`config.mk`:
```
export PLATFORM = sky130hd
export DESIGN_NAME = pc_sequencer
export DESIGN_NICKNAME = d
export VERILOG_FILES = /design/src/rtl/pc_sequencer_pkg.sv /design/src/rtl/pc_sequencer_redirect_buffer.sv /design/src/rtl/pc_sequencer.sv
export SDC_FILE = /design/constraint.sdc
export NUM_CORES = 1
export LEC_CHECK = 0
export CAP_MARGIN = 20
export CORE_ASPECT_RATIO = 0.6
export CORE_MARGIN = 8
export CORE_UTILIZATION = 55
export CTS_BUF_LIST = sky130_fd_sc_hd__clkbuf_2
export DETAILED_ROUTE_END_ITERATION = 16
export GPL_ROUTABILITY_DRIVEN = 0
export HOLD_SLACK_MARGIN = 0.12
export PLACE_DENSITY_LB_ADDON = 0.05
export SLEW_MARGIN = 25
export SYNTH_ARGS = -nofsm -noshare
export SYNTH_HDL_FRONTEND = slang
export SYNTH_SLANG_ARGS = --single-unit
```
`constraint.sdc`:
```
create_clock -name clk -period 8.68 [get_ports clk]
set_clock_uncertainty 0.1 [all_clocks]
set_input_delay 1.736 -clock clk [delete_from_list [all_inputs] [get_ports clk]]
set_output_delay 1.736 -clock clk [all_outputs]
set_load 0.005 [all_outputs]
```
`src/rtl/pc_sequencer_pkg.sv`:
```
// pc_sequencer_pkg
// Shared definitions for the IF-stage PC sequencer: default address width,
// instruction size and the sequencer state encoding.
package pc_sequencer_pkg;

  localparam int unsigned PC_ADDR_W   = 64;
  localparam int unsigned INSTR_BYTES = 4;

  typedef enum logic [1:0] {
    ST_BOOT   = 2'd0,
    ST_FETCH  = 2'd1,
    ST_HALTED = 2'd2
  } pc_state_e;

endpackage

```
`src/rtl/pc_sequencer_redirect_buffer.sv`:
```
// redirect_buffer
// Remembers a taken-branch target that could not be applied in the cycle it
// resolved (no ack yet, or IF stalled) until the next completed fetch.
// Ports:
//   clk, reset    : clock, async active-high reset
//   capture       : a taken branch resolves this cycle
//   target_in     : its target address
//   clear         : a fetch completes this cycle; the redirect is consumed
//   pending       : a redirect is waiting to be applied
//   saved_target  : most recently captured target (last capture wins)
module redirect_buffer
  import pc_sequencer_pkg::*;
#(
  parameter int unsigned ADDR_W = PC_ADDR_W
) (
  input  logic              clk,
  input  logic              reset,
  input  logic              capture,
  input  logic [ADDR_W-1:0] target_in,
  input  logic              clear,
  output logic              pending,
  output logic [ADDR_W-1:0] saved_target
);

  logic              pending_q, pending_d;
  logic [ADDR_W-1:0] target_q,  target_d;

  always_comb begin
    pending_d = pending_q;
    target_d  = target_q;
    if (capture) begin
      target_d = target_in;
    end
    // A capture coinciding with a completed fetch is applied directly by the
    // sequencer, so clearing wins over setting.
    if (clear) begin
      pending_d = 1'b0;
    end else if (capture) begin
      pending_d = 1'b1;
    end
  end

  always_ff @(posedge clk or posedge reset) begin
    if (reset) begin
      pending_q <= 1'b0;
      target_q  <= '0;
    end else begin
      pending_q <= pending_d;
      target_q  <= target_d;
    end
  end

  assign pending      = pending_q;
  assign saved_target = target_q;

endmodule

```
`src/rtl/pc_sequencer.sv`:
```
// pc_sequencer
// Owns the architectural PC and sequences instruction fetch for the 5-stage
// pipeline: imem request/ack handshake, IF stalls, taken-branch redirects
// with IF/ID flush, sticky halt, and a retired-fetch counter.
// Ports:
//   clk, reset    : clock, async active-high reset
//   cur_address   : current PC (registered)
//   next_address  : PC+4 or branch target from program_counter
//   take_branch   : branch taken, qualified by br_valid
//   br_valid      : a branch resolves this cycle
//   stall         : hazard unit holds IF
//   halt          : stop fetching, sticky until reset
//   imem_req      : fetch request for cur_address
//   imem_ack      : instruction for cur_address returned this cycle
//   if_valid      : IF/ID write enable
//   flush         : kill IF/ID contents
//   fetch_count   : if_valid pulses since reset (wraps)
module pc_sequencer
  import pc_sequencer_pkg::*;
#(
  parameter int unsigned       ADDR_W   = PC_ADDR_W,
  parameter logic [ADDR_W-1:0] RESET_PC = '0,
  parameter int unsigned       CNT_W    = 32
) (
  input  logic              clk,
  input  logic              reset,
  output logic [ADDR_W-1:0] cur_address,
  input  logic [ADDR_W-1:0] next_address,
  input  logic              take_branch,
  input  logic              br_valid,
  input  logic              stall,
  input  logic              halt,
  output logic              imem_req,
  input  logic              imem_ack,
  output logic              if_valid,
  output logic              flush,
  output logic [CNT_W-1:0]  fetch_count
);

  pc_state_e         state_q, state_d;
  logic [ADDR_W-1:0] pc_q,    pc_d;
  logic [CNT_W-1:0]  count_q, count_d;

  logic              redirect_now;
  logic              fetch_fire;
  logic              redirect_pending;
  logic [ADDR_W-1:0] saved_target;

  redirect_buffer #(
    .ADDR_W (ADDR_W)
  ) u_redirect_buffer (
    .clk          (clk),
    .reset        (reset),
    .capture      (redirect_now),
    .target_in    (next_address),
    .clear        (fetch_fire),
    .pending      (redirect_pending),
    .saved_target (saved_target)
  );

  always_comb begin
    state_d      = state_q;
    pc_d         = pc_q;
    count_d      = count_q;
    imem_req     = 1'b0;
    if_valid     = 1'b0;
    flush        = 1'b0;
    redirect_now = 1'b0;
    fetch_fire   = 1'b0;

    unique case (state_q)
      ST_BOOT: begin
        state_d = ST_FETCH;
      end

      ST_FETCH: begin
        imem_req     = !stall;
        redirect_now = br_valid && take_branch;
        flush        = redirect_now;
        // An ack during stall is a protocol violation and is ignored.
        fetch_fire   = imem_ack && !stall;

        if (fetch_fire) begin
          if (redirect_now) begin
            // Wrong-path instruction dropped; fresh target wins.
            pc_d = next_address;
          end else if (redirect_pending) begin
            pc_d = saved_target;
          end else begin
            if_valid = 1'b1;
            pc_d     = next_address;
            count_d  = count_q + 1'b1;
          end
        end

        // A fetch completing this cycle still retires before halting.
        if (halt) begin
          state_d = ST_HALTED;
        end
      end

      ST_HALTED: begin
        state_d = ST_HALTED;
      end

      default: begin
        state_d = ST_BOOT;
      end
    endcase
  end

  always_ff @(posedge clk or posedge reset) begin
    if (reset) begin
      state_q <= ST_BOOT;
      pc_q    <= RESET_PC;
      count_q <= '0;
    end else begin
      state_q <= state_d;
      pc_q    <= pc_d;
      count_q <= count_d;
    end
  end

  assign cur_address = pc_q;
  assign fetch_count = count_q;

endmodule

```
# Yosys cells after proc, flatten, opt, wreduce, memory -nomap -nowiden

Cells that the tools add are included.

Add/subtract/negate cells: 1
Equality and inequality tests: 3
Muxes and demuxes: 13
Bitwise logic cells: 2
Reductions and logical operators: 7

Operator list:

| kind                  | count |
|---|---|
| $mux 64               | 2 |
| $add 32x1->32 const B | 1 |
| $mux 1                | 9 |
| $pmux 2 s3            | 1 |
| $reduce_and 4->1      | 1 |
| $eq 2x1->1 const B    | 1 |
| $eq 2x2->1 const B    | 1 |
| $logic_and 1x1->1     | 2 |
| $logic_not 2->1       | 1 |
| $mux 2                | 1 |
| $ne 2x2->1 const B    | 1 |
| $not 1->1             | 2 |
| $reduce_and 2->1      | 1 |
| $reduce_bool 2->1     | 1 |
| $logic_not 1->1       | 1 |

Register bits after elaboration: 163
Input bits: 71
Output and inout port bits: 99

# Longest topological paths before layout

Gate-level depths: netlist of the first run.

Depth in word-level cells: 4
Mapped depth: 8

# By module

Synthesis of the first run repeated with hierarchy kept, for this count alone.

Cell total of the unflattened synthesis: 570
Area, all modules: 7,178.1 µm²

Modules (own cells, without submodules):

| module          | times used | cells an instance | area an instance (µm²) | seq. area each (µm²) |
|---|---|---|---|---|
| pc_sequencer    | 1          | 432               | 4,560.6                | 2,452.4 |
| redirect_buffer | 1          | 138               | 2,617.5                | 1,626.6 |

# Worst setup path before layout of the first run

No wires, ideal clock.

Kind: input -> output
Start: in stall
End: out if_valid
Arrival: 2,249 ps
Path slack: 4,595 ps
Cell stages on the path: 3
Cell sequence: and3b_1 -> buf_2 -> and2_1

Word-level cells in the longest chain between the ends: 4

Ends and longest elaborated chain:

| item              | RTL line           | text |
|---|---|---|
| start, declared   | pc_sequencer.sv:31 | `input logic stall,` |
| $logic_not 1->1   | pc_sequencer.sv:81 | `fetch_fire = imem_ack && !stall;` |
| $logic_and 1x1->1 | pc_sequencer.sv:81 |  |
| $mux 1            | pc_sequencer.sv:83 | `if (fetch_fire) begin` |
| $mux 1            | pc_sequencer.sv:71 | `unique case (state_q)` |
| end, declared     | pc_sequencer.sv:35 | `output logic if_valid,` |

No other way between the ends.

# Final worst setup path of the first run

Start: in br_valid
End: out flush

Word-level cells in the longest chain between the ends: 2

Ends and longest elaborated chain:

| item              | RTL line           | text |
|---|---|---|
| start, declared   | pc_sequencer.sv:30 | `input logic br_valid,` |
| $logic_and 1x1->1 | pc_sequencer.sv:78 | `redirect_now = br_valid && take_branch;` |
| $mux 1            | pc_sequencer.sv:71 |  |
| end, declared     | pc_sequencer.sv:36 | `output logic flush,` |

No other way between the ends.

==> metrics.md, run 1 <==
| Metric | Value |
|---|---|
| Ranking of synthesized cells by area | dfrtp_1 58%, nand2_1 11%, mux2i_1 9.1% |
| Yosys Warn Count | 0 |
| Synth top cells by count | 203 x nand2_1, 163 x dfrtp_1, 68 x nor2_1 |
| Fin crit share | 0.612 |
| First-pass GRT wire length | roughly 28 mm |
| Pin count of the biggest net entering global routing | between 100 and 150 |
| Tightest Pin Transition | 0.937 ns |
| Die area | ~17000 um^2 |
| Sink Count | about 160 |
| Status | complete, no violations |
| Core box area | between 10000 and 15000 um^2 |
| Worst min path class | reg -> reg |
| Seq/Total Area, Yosys | 0.582 |
| Layout cells sized above 1 | 0.0657 |
| Max-cap viol count | 0 |
| Slew HR | 0.375 |
| Area share of the largest cell type after synthesis | 0.582 |
| Hpwl dp | roughly 12 mm |
| CTS Buf Count | 17 |
| Startpoint types | primary input |
| RSZ-0062 raised after global routing | false |
| DRC | 0 |
| Clock tree buffer depth | 2 |
| Arr. time, crit path | around 3.5 ns |
| Die W | ~160 um |
| Yosys cell types | 32 |
| Clk_lat worst skew | ~0.67 ns |
| CTS resizes | 0 |
| Syn Inst Count | ~700 |
| CP Capture Type | output pin |
| Ports | 170 |
| Synth async-reset ratio | 1.00 |
| H-tree Lvls | 4 |
| Post-synth EDFFs | 0 |
| Biggest area consumer among synthesized cells | dfrtp_1 |
| CTS tree | done |
| WS Path Type | in -> out |
| Vias per Instance | 5.31 |
| Post-Syn Area | 7000 um^2 |
| Most frequent cell after synthesis | nand2_1 |
| Clk slew on worst S/H paths | 0.24 ns |
| Fin nets | 928 |
| Register bit count reported by yosys | between 150 and 200 |
| Leakage | 0.00422 uW |
| Initial Util | 0.554 |
| Global-route usage over all layers | 0.212 |
| Achievable Freq | around 190 MHz |
| Clk root buf | clkbuf_2 |
| Required @ worst endpoint | just under 7 ns |
| Pre-antenna DRT Iters | 5 |
| Max IR drop VDD | between 0.15 and 0.2 mV |
| DR WL/cell | 16.6 um |
| Avg Cell Area, Syn | around 10 um^2 |
| Die height | around 100 um |
| Vias in the first global route | about 5500 |
| Fin. Hold Viols | 0 |
| Vias | around 5500 |
| Area Growth Syn to Fin | 29.2% |
| Final antenna-violating net count | 0 |
| Port Buffer Count | roughly 170 |
| Ant diodes | 0 |
| Post-Syn Nets | approximately 780 |
| Crit-path max FO | 65 |
| Final-report setup violation count | 0 |
| PwrDens | 292 nW/um^2 |
| Final Util | 0.715 |
| Slew Viols, Final | 0 |
| Postcts setup bufs | 0 |
| Setup TNS | 0 ns |
| Initial antenna violation count | 0 |
| Dominant synthesized flop cell | dfrtp_1 |
| Min Clock Period, post-route | around 5.3 ns |
| FP Rows | 32 |
| WL final | roughly 17 mm |
| Initial DRC Count | around 300 |
| Cts hold-fix bufs | 0 |
| Global route total overflow | 0 |
==> cells by family (layout without fill, tap and decap cells) <==
| kind of cell | Yosys count | after routing | share of synthesized area |
|---|---|---|---|
| xor+xnor | 31 | 31 | 0.0388 |
| compound gates | 68 | 68 | 0.0489 |
| flops | 163 | 163 | 0.582 |
| simple gates | 326 | 326 | 0.205 |
| mux | 65 | 65 | 0.0931 |
| buf+inv | 46 | 211 | 0.0270 |
| fa+ha+maj | 3 | 3 | 0.00536 |
==> critical path: stages <==
cell and delay [ns]:
clkdlybuf4s50_1 0.50, nand3_2 0.11, buf_4 0.58, inv_2 0.07, clkdlybuf4s50_1 0.47
==> per-stage QoR <==
| stage | worst slack (ns) | total power (uW) | hold WS [ns] | cells | cell area [um^2] |
|---|---|---|---|---|---|
| floorplan | 2.44 | 1740 | 0.345 | 702 | 7000 |
| global placement | 3.35 | 2210 | 0.356 | 1005 | 8800 |
| detailed placement | 3.36 | 2270 | 0.362 | 1005 | 8810 |
| CTS | 3.36 | 2680 | 0.402 | 1037 | 9050 |
| global route | 3.28 | 2850 | 0.426 | 1037 | 9050 |
| finish | 3.37 | 2640 | 0.399 | 1037 | 9050 |
==> metal layers <==
layer,up-vias,track usage,wire [um]
li1,2621,-,-
met1,2717,0.282,7750
met2,158,0.335,8160
met3,13,0.0589,1190
met4,0,0.0658,131
met5,-,0,0
==> path summary, 6_finish.rpt <==
path	slack (ns)	endpoint	depth (start not counted)	from
worst max-delay path	3.37	flush	5	br_valid
worst min-delay path	0.40	fetch_count[31]$_DFFE_PP0P_	1	fetch_count[31]$_DFFE_PP0P_
worst max register to register	5.52	fetch_count[16]$_DFFE_PP0P_	7	state_q[1]$_DFFE_PP0P_
worst min register to register	0.40	fetch_count[31]$_DFFE_PP0P_	1	fetch_count[31]$_DFFE_PP0P_
max in group asynchronous	5.63	u_redirect_buffer.saved_target[12]$_DFFE_PP0P_	3	reset
min in group asynchronous	1.47	u_redirect_buffer.saved_target[54]$_DFFE_PP0P_	2	reset
==> sequential cells by signal, indices dropped and copies added (netlist names) <==
| register | flops |
|---|---|
| u_redirect_buffer.pending | 1 |
| state_q | 2 |
| cur_address | 64 |
| u_redirect_buffer.saved_target | 64 |
| fetch_count | 32 |
==> cell type report <==
class | count | area (um^2)
Timing Repair Buffer | 174 | 1740
Multi-Input combinational cell | 493 | 2760
Sequential cell | 163 | 4080
Tap cell | 170 | 213
Inverter | 5 | 23.8
Fill cell | 963 | 3600
Clock inverter | 13 | 149
Clock buffer | 19 | 95.1
==> power breakdown <==
group / leakage (uW) / switching [uW] / internal, uW
clock: 0.000142 / 270 / 138
combinational: 0.00208 / 435 / 542
sequential: 0.00200 / 189 / 1070
==> placed cells by master, fill, tap and decap left out, types with 2 or more instances in the layout <==
| master | instances |
|---|---|
| xnor2_1 | 12 |
| clkbuf_2 | 19 |
| nor4_1 | 5 |
| clkinv_4 | 3 |
| clkinvlp_4 | 3 |
| mux2i_1 | 64 |
| o21ai_0 | 2 |
| and3_1 | 2 |
| and4_1 | 4 |
| inv_6 | 5 |
| nand3_1 | 11 |
| and2_1 | 2 |
| buf_6 | 2 |
| nor3_1 | 4 |
| buf_4 | 3 |
| clkdlybuf4s50_1 | 169 |
| inv_1 | 3 |
| bufinv_16 | 2 |
| nand2_1 | 203 |
| xor2_1 | 19 |
| dfrtp_1 | 163 |
| nand4_1 | 8 |
| a21oi_1 | 65 |
| ha_1 | 3 |
| nand4_2 | 3 |
| nor4_2 | 8 |
| nor2_1 | 68 |
Note: power is estimated with default switching activity, not from simulation.
==> run 2, diff against run 1 <==
--- a/config.mk
+++ b/config.mk
@@ -8,7 +8,7 @@
 export CAP_MARGIN = 20
 export CORE_ASPECT_RATIO = 0.6
 export CORE_MARGIN = 8
-export CORE_UTILIZATION = 55
+export CORE_UTILIZATION = 46
 export CTS_BUF_LIST = sky130_fd_sc_hd__clkbuf_2
 export DETAILED_ROUTE_END_ITERATION = 16
 export GPL_ROUTABILITY_DRIVEN = 0
==> constraint.sdc (replaced) <==
create_clock -name clk -period 4.3 [get_ports clk]
set_clock_uncertainty 0.1 [all_clocks]
set_input_delay 0.86 -clock clk [delete_from_list [all_inputs] [get_ports clk]]
set_output_delay 0.86 -clock clk [all_outputs]
set_load 0.005 [all_outputs]
==> run 2 against run 1 <==
Sequential power increased by 100%. Die area rose by 17%. Largest power group unchanged. Final cell count grew 3.5%. Largest cell class unchanged. Critical path depth decreased by 1. Highest routed layer unchanged. Via count shrank 1.4%. Worst hold slack better by 0.0089 ns. First-iteration DRC count rose by 36%. Register-to-register slack got worse by 4.1 ns. Critical endpoint is now if_valid.
==> metrics.md, run 2 (synthesis results as in run 1) <==
| Metric | Value |
|---|---|
| Die area | roughly 20000 um^2 |
| Die W | between 150 and 200 um |
| Initial DRC Count | approximately 410 |
| RR Startpoint | state_q[1]$_DFFE_PP0P_ |
| Ports | 170 |
| Tightest Pin Transition | roughly 0.83 ns |
| Hpwl dp | 12.1 mm |
| Fin crit share | 0.806 |
| H-tree Lvls | 4 |
| Pin count of the biggest net entering global routing | 73 |
| Final Power | approximately 5300 uW |
| Hold Path Origin | fetch_count[31]$_DFFE_PP0P_ |
| DP Area | about 8900 um^2 |
| Core box area | between 15000 and 20000 um^2 |
| Slowest-stage cell, CP | clkdlybuf4s50_1 |
| Worst min path class | reg -> reg |
| Vias per Instance | between 5 and 6 |
| Slew HR | 0.448 |
| Cell family with most CP delay | buffers and inverters |
| Initial Util | 0.464 |
| Layout cells sized above 1 | 0.0667 |
| Multi-input logic area | 2760 um^2 |
| Final std cells w/o fill | about 1100 |
| Die height | about 110 um |
| Initial antenna violation count | 0 |
| PwrDens | a little under 600 nW/um^2 |
| Fin nets | around 930 |
| Startpoint types | primary input |
| Clk_lat worst skew | 0.68 ns |
| Fillers | about 1300 |
| Leakage | ~0.0042 uW |
| Final instance area | between 9000 and 10000 um^2 |
| Setup TNS | 0 ns |
| Clk root buf | clkbuf_2 |
| Crit-path max FO | 5 |
| Arr. time, crit path | 2.51 ns |
| Max-cap viol count | 0 |
| R2R depth | 7 |
| First-pass GRT wire length | between 20 and 30 mm |
| FF-to-FF End | fetch_count[18]$_DFFE_PP0P_ |
| Commonest non-fill, non-tap cells in the layout | 203 x nand2_1, 169 x clkdlybuf4s50_1, 163 x dfrtp_1, 68 x nor2_1, 65 x a21oi_1 |
| Required @ worst endpoint | between 3 and 4 ns |
| Pre-antenna DRT Iters | 4 |
| DRC | 0 |
| CTS Buf Count | 17 |
| CTS tree | done |
| CP Capture Type | output pin |
| Most common library cell in the layout ignoring fill and taps | nand2_1 |
| CTS resizes | 0 |
| WS Path Type | in -> out |
| Global-route usage over all layers | 0.183 |
| R2R Setup Slk | about 1.4 ns |
| Postcts setup bufs | 0 |
| FP Rows | 35 |
| Ant diodes | 0 |
| Clk slew on worst S/H paths | between 0.2 and 0.25 ns |
| Crit path largest cell delay | approximately 0.54 ns |
| Area Growth Syn to Fin | 29.9% |
| Sink Count | 163 |
| Buf/Inv on CP | 2 |
| Port Buffer Count | approximately 170 |
| Achievable Freq | slightly below 300 MHz |
| Crit path cell chain | clkdlybuf4s50_1 > a21oi_1 > and2_1 > clkdlybuf4s50_1 |
| Final worst setup slack | 0.835 ns |
| Clock tree buffer depth | 2 |
| Vias | around 5400 |
| Slew Viols, Final | 0 |
| RSZ-0062 raised after global routing | false |
| Status | complete, no violations |
| Fin. Hold Viols | 0 |
| Hold Crit Endpoint | fetch_count[31]$_DFFE_PP0P_ |
| Global route total overflow | 0 |
| Final antenna-violating net count | 0 |
| Hold path depth | 1 |
| Critical Path Most Common Cell | clkdlybuf4s50_1 |
| Cells after DPL | 1041 |
| Reg area | roughly 4000 um^2 |
| Max IR drop VDD | 0.280 mV |
| DR WL/cell | 16.5 um |
| Setup WS pre-CTS | approximately 0.73 ns |
| Vias in the first global route | approximately 5700 |
| Final-report setup violation count | 0 |
| Min Clock Period, post-route | 3.47 ns |
| WL final | approximately 18 mm |
| Cts hold-fix bufs | 0 |
[run 2: area by class of cell]
type,instances,area share
inverter,5,0.00248
clock inverter,14,0.0132
clock buffer,18,0.00990
multi-input combinational,493,0.303
tap,203,0.0279
timing repair buffer,177,0.195
sequential,163,0.448
[run 2: report_power, final]
group	leakage (uW)	switching (uW)	internal, uW
Clock	0.000135	583	176
Sequential	0.00200	373	2160
Combinational	0.00210	886	1100
Total	0.00423	1840	3440
[run 2: worst max-delay path by stage]
stage	endpoint	cells after the start	from	slack, ns
floorplan	cur_address[0]$_DFFE_PP0P_	1	reset	1.27
global placement	fetch_count[18]$_DFFE_PP0P_	6	stall	0.83
detailed placement	fetch_count[18]$_DFFE_PP0P_	6	stall	0.73
CTS	if_valid	4	br_valid	0.84
global route	if_valid	4	br_valid	0.72
finish	if_valid	4	br_valid	0.83
[run 2: metal layers]
layer	up-vias	track usage	part of all wire
met5	-	0	0
met1	2645	0.243	0.46
met3	12	0.0547	0.069
met2	150	0.291	0.46
li1	2625	-	-
met4	0	0.0427	0.0092
[run 2: metrics by stage]
step	hold slack (ns)	utilization
global route	0.434	0.602
global placement	0.356	0.588
detailed placement	0.364	0.588
floorplan	0.345	-
finish	0.408	0.602
CTS	0.413	0.602
==> run 3, diff against run 2 <==
--- a/config.mk
+++ b/config.mk
@@ -8,7 +8,7 @@
 export CAP_MARGIN = 20
 export CORE_ASPECT_RATIO = 0.6
 export CORE_MARGIN = 8
-export CORE_UTILIZATION = 46
+export CORE_UTILIZATION = 51
 export CTS_BUF_LIST = sky130_fd_sc_hd__clkbuf_2
 export DETAILED_ROUTE_END_ITERATION = 16
 export GPL_ROUTABILITY_DRIVEN = 0
==> constraint.sdc (replaced) <==
create_clock -name clk -period 3.2 [get_ports clk]
set_clock_uncertainty 0.1 [all_clocks]
set_input_delay 0.64 -clock clk [delete_from_list [all_inputs] [get_ports clk]]
set_output_delay 0.64 -clock clk [all_outputs]
set_load 0.005 [all_outputs]
==> run 3 against run 2 <==
Power is 35% higher. Critical path depth is 1 higher. Clock power is 36% higher. Critical path type is now reg -> out. Largest cell class unchanged.
==> metrics.md, run 3 (synthesis results as in run 1) <==
| Metric | Value |
|---|---|
| Vias | ~5500 |
| Worst min path class | in -> async |
| Max-cap viol count | 0 |
| PwrDens | slightly below 800 nW/um^2 |
| Setup TNS | 0 ns |
| Pin count of the biggest net entering global routing | 70 |
| Clk root buf | clkbuf_2 |
| CTS Buf Count | 17 |
| Port Buffer Count | between 150 and 200 |
| Area Growth Syn to Fin | 30.4% |
| Final std cells w/o fill | around 1000 |
| Setup WS pre-CTS | 0.284 ns |
| H-tree Lvls | 4 |
| Die height | 107 um |
| Final antenna-violating net count | 0 |
| Ant diodes | 0 |
| Cells after DPL | a little over 1000 |
| DR WL/cell | ~17 um |
| WL final | ~18 mm |
| Initial Util | 0.517 |
| Slew HR | 0.501 |
| CTS tree | done |
| Vias per Instance | 5.26 |
| Global-route usage over all layers | 0.206 |
| Crit-path max FO | 4 |
| Ports | 170 |
| Hpwl dp | about 13 mm |
| Fin nets | slightly above 900 |
| Die area | about 18000 um^2 |
| Tightest Pin Transition | 0.748 ns |
| Final worst setup slack | 0.284 ns |
| Max IR drop VDD | 0.398 mV |
| Initial DRC Count | between 300 and 400 |
| Global route total overflow | 0 |
| Die W | roughly 170 um |
| Clk slew on worst S/H paths | 0.26 ns |
| Commonest non-fill, non-tap cells in the layout | 203 x nand2_1, 168 x clkdlybuf4s50_1, 163 x dfrtp_1, 68 x nor2_1, 65 x a21oi_1 |
| Sink Count | 163 |
| Pre-antenna DRT Iters | 4 |
| DRC | 0 |
| CP Capture Type | output pin |
| Min Clock Period, post-route | between 2 and 3 ns |
| Slew Viols, Final | 0 |
| Core box area | around 14000 um^2 |
| Achievable Freq | 343 MHz |
| Required @ worst endpoint | 2.46 ns |
| Arr. time, crit path | ~2.2 ns |
| Final Power | 7150 uW |
| Clk_lat worst skew | about 0.70 ns |
| Fillers | ~1100 |
| R2R Setup Slk | 0.83 ns |
| Initial antenna violation count | 0 |
| Leakage | approximately 0.0043 uW |
| Fin. Hold Viols | 0 |
| Startpoint types | flop |
| Layout cells sized above 1 | 0.0710 |
| FP Rows | 33 |
| Most common library cell in the layout ignoring fill and taps | nand2_1 |
| Clock tree buffer depth | 2 |
| Hold slack | 0.232 ns |
| RSZ-0062 raised after global routing | false |
| Fin crit share | 0.911 |
| Status | complete, no violations |
| Vias in the first global route | 5833 |
| Final-report setup violation count | 0 |
| WS Path Type | reg -> out |
| First-pass GRT wire length | 29.6 mm |
==> run 3: stage by stage <==
step / cell area [um^2] / util
3_3_place_gp: 8920 / 0.659
6_report: 9140 / 0.675
5_1_grt: 9140 / 0.675
2_1_floorplan: 7010 / -
3_5_place_dp: 8920 / 0.659
4_1_cts: 9140 / 0.675
==> run 3: where the power goes <==
group          internal [uW]  switching [uW]  total, uW
logic                   1500            1200       2700
registers               2900             519       3420
clock network            283             750       1030
total                   4680            2470       7150
==> run 3: worst paths after layout <==
path	cells after the start	from	endpoint
max	5	state_q[1]$_DFFE_PP0P_	flush
min	2	reset	fetch_count[24]$_DFFE_PP0P_
max reg2reg	7	state_q[1]$_DFFE_PP0P_	fetch_count[22]$_DFFE_PP0P_
min reg2reg	1	fetch_count[31]$_DFFE_PP0P_	fetch_count[31]$_DFFE_PP0P_
max in group asynchronous	3	reset	cur_address[28]$_DFFE_PP0P_
min in group clk	3	next_address[4]	u_redirect_buffer.saved_target[4]$_DFFE_PP0P_
==> run 3: area by class of cell <==
cell class                      instances  area (um^2)  area share
Multi-Input combinational cell        493         2760       0.302
Clock buffer                           17         85.1     0.00931
Sequential cell                       163         4080       0.446
Tap cell                              175          219      0.0240
Timing Repair Buffer                  181         1840       0.202
Clock inverter                         14          129      0.0141
Inverter                                5         22.5     0.00247
==> run 3: timing repair <==
| action | in CTS | in global routing |
|---|---|---|
| setup endpoints to repair | 1 | 0 |
| resized for setup | 2 | 0 |
| hold buffers | 0 | 0 |
| setup buffers | 0 | 0 |
| hold endpoints to repair | 0 | 0 |
==> run 3: critical path, cell delays in order, from the launching register on <==
cell	delay, ns
dfrtp_1	0.41
inv_1	0.10
ha_2	0.24
nand3_2	0.10
inv_2	0.07
clkdlybuf4s50_1	0.60
==> run 3: metal layers <==
metal  GRT usage  wire (um)
met2       0.328       8250
met3      0.0638       1190
met4      0.0679        260
met5           0          0
met1       0.268       8280
